[src/rtl/fetch_address_gen.sv]
// fetch_address_gen: instruction-fetch address generator.
// Holds the fetch PC, selects the next PC (redirect > prediction > sequential),
// issues word-aligned fetch requests and tracks in-flight requests in a tag FIFO
// carrying prediction metadata and discard flags back to decode.
// Optional build macro FETCH_PC_TMR_EN: triplicated, self-scrubbing PC register.
module fetch_address_gen #(
    parameter logic [31:0] BOOT_ADD        = 32'h0000_0080,
    parameter int          MAX_OUTSTANDING = 2
) (
    input  logic        s_clk_i,
    input  logic        s_reset_i,
    input  logic        s_stall_i,
    input  logic        s_redirect_i,
    input  logic [31:0] s_redirect_add_i,
    input  logic        s_pred_branch_i,
    input  logic [31:0] s_pred_add_i,
    input  logic        s_ualigc_i,
    output logic [30:0] s_fetch_add_o,
    output logic        s_hreq_o,
    output logic [31:0] s_haddr_o,
    input  logic        s_hready_i,
    input  logic        s_hrvalid_i,
    output logic        s_rsp_valid_o,
    output logic        s_rsp_pred_o,
    output logic        s_rsp_ualigc_o,
    output logic        s_rsp_discard_o,
    output logic        s_err_o,
    output logic        s_pc_err_o
);

    localparam int PW = (MAX_OUTSTANDING > 1) ? $clog2(MAX_OUTSTANDING) : 1;
    localparam int CW = $clog2(MAX_OUTSTANDING + 1);
    localparam logic [CW-1:0] MAX_CNT  = CW'(MAX_OUTSTANDING);
    localparam logic [PW-1:0] LAST_PTR = PW'(MAX_OUTSTANDING - 1);
    localparam logic [30:0]   BOOT_PC  = BOOT_ADD[31:1];

    typedef struct packed {
        logic pred;
        logic ualigc;
        logic discard;
    } tag_t;

    tag_t          fifo_q [MAX_OUTSTANDING];
    logic [PW-1:0] wptr_q, rptr_q;
    logic [CW-1:0] count_q;

    logic [30:0] pc_cur;     // voted / single PC, PC[31:1]
    logic [30:0] pc_next;
    logic        accept, pop;
    tag_t        push_tag;

    logic rsp_valid_q, rsp_pred_q, rsp_ualigc_q, rsp_discard_q, err_q;

    // Bit 0 of both target addresses is meaningless for a halfword-granular PC.
    logic unused_addr_bits;
    assign unused_addr_bits = s_redirect_add_i[0] ^ s_pred_add_i[0];

    // Request handshake and FIFO control
    assign s_hreq_o  = ~s_reset_i & ~s_stall_i & (count_q < MAX_CNT);
    assign accept    = s_hreq_o & s_hready_i;
    assign pop       = s_hrvalid_i & (count_q != '0);
    // A request taken in the redirect cycle fetched the wrong path already.
    assign push_tag  = '{pred: s_pred_branch_i & ~s_redirect_i,
                         ualigc: s_ualigc_i,
                         discard: s_redirect_i};

    assign s_fetch_add_o = pc_cur;
    assign s_haddr_o     = {pc_cur[30:1], 2'b00};

    // Next-PC priority: redirect, taken prediction, sequential word, hold
    always_comb begin
        pc_next = pc_cur;
        if (s_redirect_i)
            pc_next = s_redirect_add_i[31:1];
        else if (accept && s_pred_branch_i)
            pc_next = s_pred_add_i[31:1];
        else if (accept)
            pc_next = {pc_cur[30:1] + 30'd1, 1'b0};
    end

`ifdef FETCH_PC_TMR_EN
    logic [30:0] pc_a, pc_b, pc_c;
    assign pc_cur     = (pc_a & pc_b) | (pc_a & pc_c) | (pc_b & pc_c);
    assign s_pc_err_o = ~s_reset_i & ((pc_a != pc_cur) | (pc_b != pc_cur) | (pc_c != pc_cur));

    // All three copies reload from the voted next value, scrubbing any upset
    always_ff @(posedge s_clk_i) begin
        if (s_reset_i) begin
            pc_a <= BOOT_PC;
            pc_b <= BOOT_PC;
            pc_c <= BOOT_PC;
        end else begin
            pc_a <= pc_next;
            pc_b <= pc_next;
            pc_c <= pc_next;
        end
    end
`else
    logic [30:0] pc_q;
    assign pc_cur     = pc_q;
    assign s_pc_err_o = 1'b0;

    // Single PC register
    always_ff @(posedge s_clk_i) begin
        if (s_reset_i) pc_q <= BOOT_PC;
        else           pc_q <= pc_next;
    end
`endif

    // Tag FIFO storage: flush marks every entry, a same-cycle push overrides its slot
    always_ff @(posedge s_clk_i) begin
        if (s_reset_i) begin
            for (int i = 0; i < MAX_OUTSTANDING; i++) fifo_q[i] <= '0;
        end else begin
            if (s_redirect_i)
                for (int i = 0; i < MAX_OUTSTANDING; i++) fifo_q[i].discard <= 1'b1;
            if (accept)
                fifo_q[wptr_q] <= push_tag;
        end
    end

    // FIFO pointers and outstanding counter
    always_ff @(posedge s_clk_i) begin
        if (s_reset_i) begin
            wptr_q  <= '0;
            rptr_q  <= '0;
            count_q <= '0;
        end else begin
            if (accept) wptr_q <= (wptr_q == LAST_PTR) ? '0 : wptr_q + PW'(1);
            if (pop)    rptr_q <= (rptr_q == LAST_PTR) ? '0 : rptr_q + PW'(1);
            case ({accept, pop})
                2'b10:   count_q <= count_q + CW'(1);
                2'b01:   count_q <= count_q - CW'(1);
                default: count_q <= count_q;
            endcase
        end
    end

    // Registered response to decode; a popped entry hit by a redirect is stale too
    always_ff @(posedge s_clk_i) begin
        if (s_reset_i) begin
            rsp_valid_q   <= 1'b0;
            rsp_pred_q    <= 1'b0;
            rsp_ualigc_q  <= 1'b0;
            rsp_discard_q <= 1'b0;
            err_q         <= 1'b0;
        end else begin
            rsp_valid_q   <= pop;
            rsp_pred_q    <= pop & fifo_q[rptr_q].pred;
            rsp_ualigc_q  <= pop & fifo_q[rptr_q].ualigc;
            rsp_discard_q <= pop & (fifo_q[rptr_q].discard | s_redirect_i);
            err_q         <= (s_hrvalid_i & (count_q == '0)) |
                             (accept & (count_q >= MAX_CNT));
        end
    end

    assign s_rsp_valid_o   = rsp_valid_q & ~s_reset_i;
    assign s_rsp_pred_o    = rsp_pred_q;
    assign s_rsp_ualigc_o  = rsp_ualigc_q;
    assign s_rsp_discard_o = rsp_discard_q;
    assign s_err_o         = err_q & ~s_reset_i;

endmodule

[config.mk]
export PLATFORM = sky130hd
export DESIGN_NAME = fetch_address_gen
export DESIGN_NICKNAME = d
export VERILOG_FILES = /design/src/rtl/fetch_address_gen.sv
export SDC_FILE = /design/constraint.sdc
export NUM_CORES = 1
export LEC_CHECK = 0
export CAP_MARGIN = 10
export CORE_ASPECT_RATIO = 1.5
export CORE_UTILIZATION = 35
export CTS_CLUSTER_DIAMETER = 200
export DETAILED_ROUTE_END_ITERATION = 10
export PLACE_DENSITY = 0.7
export SLEW_MARGIN = 40
export SYNTH_ARGS = -nofsm -noshare
export SYNTH_HDL_FRONTEND = slang
export SYNTH_SLANG_ARGS = --single-unit
[constraint.sdc]
create_clock -name s_clk_i -period 4.15 [get_ports s_clk_i]
set_input_delay 0.83 -clock s_clk_i [delete_from_list [all_inputs] [get_ports s_clk_i]]
set_output_delay 0.83 -clock s_clk_i [all_outputs]
set_load 0.1 [all_outputs]
==> results_dict.tcl <==
set metrics [dict create \
    area_growth_pct 29.6 \
    status "finished, final reports clean" \
    row_count 43 \
    synth_cell_types 66 \
    worstPathMaxFanout 47 \
    diodes 0 \
    synth_area_per_cell_um2 8.10 \
    syn_area_um2 3300 \
    hp-start "fifo_q[1][1]$_DFFE_PP_" \
    globalplace.congestion 0.854 \
    final_antenna_net_count 0 \
    worstPathRequired_ps 4320 \
    core_area_um2 9200 \
    root_buffer "clkbuf_16" \
    cp-end-kind "register" \
    synthCells 407 \
    synth-simple-area-share 0.289 \
    r2r-start "s_fetch_add_o[1]$_SDFFE_PP0P_" \
    fp.dieH_um 121 \
    grt_pass1_wl_um 15100 \
    p_leak_nw 1.77 \
    finalMaxSlewViolations 0 \
    hpwl_um 6590 \
    drv_cap 0 \
    cts_setup_buffers 0 \
    cts-htree-levels 2 \
    ios 142 \
    ir_drop_mv 0.203 \
    grt_setup_unrepaired "no" \
    cts.repair.resized 0 \
    cp-start-kind "primary input" \
    yosys_warnings 0 \
    cts_tree "done" \
    synth_top_area_share 0.249 \
    final_core_util 0.464 \
    cp.arrival_ps 3140 \
    finalHoldViolCount 0 \
    synth-edff-count 6 \
    whs_path_depth 2 \
    synth-seq-cells 47 \
    wl_per_cell_um 15.5 \
    antenna_found_initial 0 \
    vias_per_cell 5.41 \
    p_per_area_nw_per_um2 374 \
    path_clk_slew_ps 70 \
    hold_class "register to register" \
    synth_area_leader_cell "dfxtp_1" \
    synth_top_flop_cell "dfxtp_1" \
    clk_latency_ps 280 \
    overflow 0 \
    ys_async_sr_fraction 0 \
    worst-slew-pin-transition_ps 642 \
    finalCritPeriodShare 0.715 \
    muxShareOfSynthArea 0.0273 \
    wl_um 9470 \
    synth-xor-area-share 0.0372 \
    drt-initial-drc-count 141 \
    die-area_um2 9820 \
    ys_seq_area_frac 0.304 \
    firstDrtPassIters 6 \
    grt_use_total 0.198 \
    clk_path_buf_depth 2 \
    timing.rr.end "s_fetch_add_o[29]$_SDFFE_PP0P_" \
    synth_area_leaders "dfxtp_1 25%, buf_4 7.5%, edfxtp_1 5.5%" \
    slew_headroom 0.569 \
    clock_sinks 47 \
    grt_pass1_vias 3104 \
    hold_buffers 0 \
    worstSetupPathType "primary input to register" \
    start_util 0.358 \
    clock_skew_ps 6.33 \
    grt_max_degree 51 \
    setup_viol 0 \
    synth_compound_area_frac 0.207 \
    r2r_slack_ps 1750 \
    numCtsBuffers 5 \
    drc_errors 0 \
    fmax_ghz 0.337 \
    num-nets-final 570 \
    min_to "s_rsp_ualigc_o$_SDFF_PP0_" \
    detailroute.via_count 3294 \
    die_x_um 81.2 \
    place.port_buffers 136 \
    reg2reg_depth 6 \
    synthAdderAreaFrac 0.00759 \
    setup_tns_ps 0 \
    synth.top_cells.by_count "41 x dfxtp_1, 40 x nor2_1, 33 x a21oi_1, 33 x buf_4, 32 x nand2_1" \
    synth_top_family_by_area "simple AND/OR/NAND/NOR gates" \
    synthMostInstantiatedCell "dfxtp_1" \
    final_layout_size_suffix_gt1_frac 0.203 \
    fin_crit_ps 2970 \
]
## worst max-delay path, cell delays in order
cell and delay [ps]:
clkdlybuf4s50_1 480, nor4b_4 320, buf_4 490, nand2_1 340, nand2b_1 210, a311oi_1 70
a2111oi_0 370
## final cells by class
cell class	instances	area [um^2]
clock buffers	5	125
inverters	6	22.5
repair buffers	140	1050
multi-input cells	296	1880
fillers	927	4930
flip-flops and latches	47	1000
clock inverters	3	43.8
well taps	112	140
## through the flow
stage | hold slack, ps | total power, mW | cells | worst slack [ps] | cell area [um^2]
3_3_place_gp | 467 | 1.18 | 601 | 967 | 4420
3_5_place_dp | 471 | 1.15 | 601 | 866 | 4100
5_1_grt | 511 | 1.66 | 609 | 1050 | 4270
6_report | 483 | 1.60 | 609 | 1180 | 4270
4_1_cts | 486 | 1.61 | 609 | 1160 | 4270
2_1_floorplan | 453 | 1.03 | 409 | 163 | 3300
## cells in the final DEF (no fill, tap or decap), drive strengths merged, types with 6 or more instances in the layout
cell type and count:
a211oi 13, and3 9, nand2 34, a21oi 33
nand3 19, buf 74, mux2i 9, nor3b 9
edfxtp 6, clkdlybuf4s50 66, inv 6, o21ai 13
a221oi 6, nand2b 6, nor2 40, nor2b 13
xor2 10, nand4 10, dfxtp 41, nor3 12
## power breakdown
group	internal [mW]	total (mW)	switching (mW)
clock network	0.284	0.461	0.177
registers	0.496	0.546	0.0503
logic	0.151	0.590	0.438
## worst max path at each step
| stage | slack [ps] | cells after the start | start | end |
|---|---|---|---|---|
| floorplan | 160 | 3 | s_reset_i | s_hreq_o |
| global placement | 970 | 7 | s_stall_i | s_fetch_add_o[12]$_SDFFE_PP0P_ |
| detailed placement | 870 | 7 | s_stall_i | s_fetch_add_o[12]$_SDFFE_PP0P_ |
| CTS | 1160 | 7 | s_stall_i | s_fetch_add_o[12]$_SDFFE_PP0P_ |
| global route | 1050 | 7 | s_stall_i | s_fetch_add_o[12]$_SDFFE_PP0P_ |
| finish | 1180 | 7 | s_stall_i | s_fetch_add_o[12]$_SDFFE_PP0P_ |
## routing by layer
layer	wire, um	global-route usage	vias up
met5	0	0	-
li1	-	-	1615
met1	4010	0.241	1547
met4	145	0.0725	0
met3	462	0.0264	10
met2	4850	0.345	122
## sequential cells by signal, summed over array words and instances, names as in the netlist, named ones only
register,cells
s_rsp_ualigc_o,1
s_fetch_add_o,31
count_q,2
rptr_q,1
fifo_q,6
err_q,1
wptr_q,1
s_rsp_discard_o,1
s_rsp_pred_o,1
rsp_valid_q,1
## logic make-up (layout without fill, tap and decap cells)
family	count (synthesis)	count (layout)
AND/OR/NAND/NOR	168	168
multiplexers	9	9
other	1	3
AO/OA/AOI/OAI	100	100
buffers and inverters	66	154
adder cells (fa/ha/maj)	2	2
XOR/XNOR	14	14
flip-flops	47	47
Power figures use the tool's default switching activity.
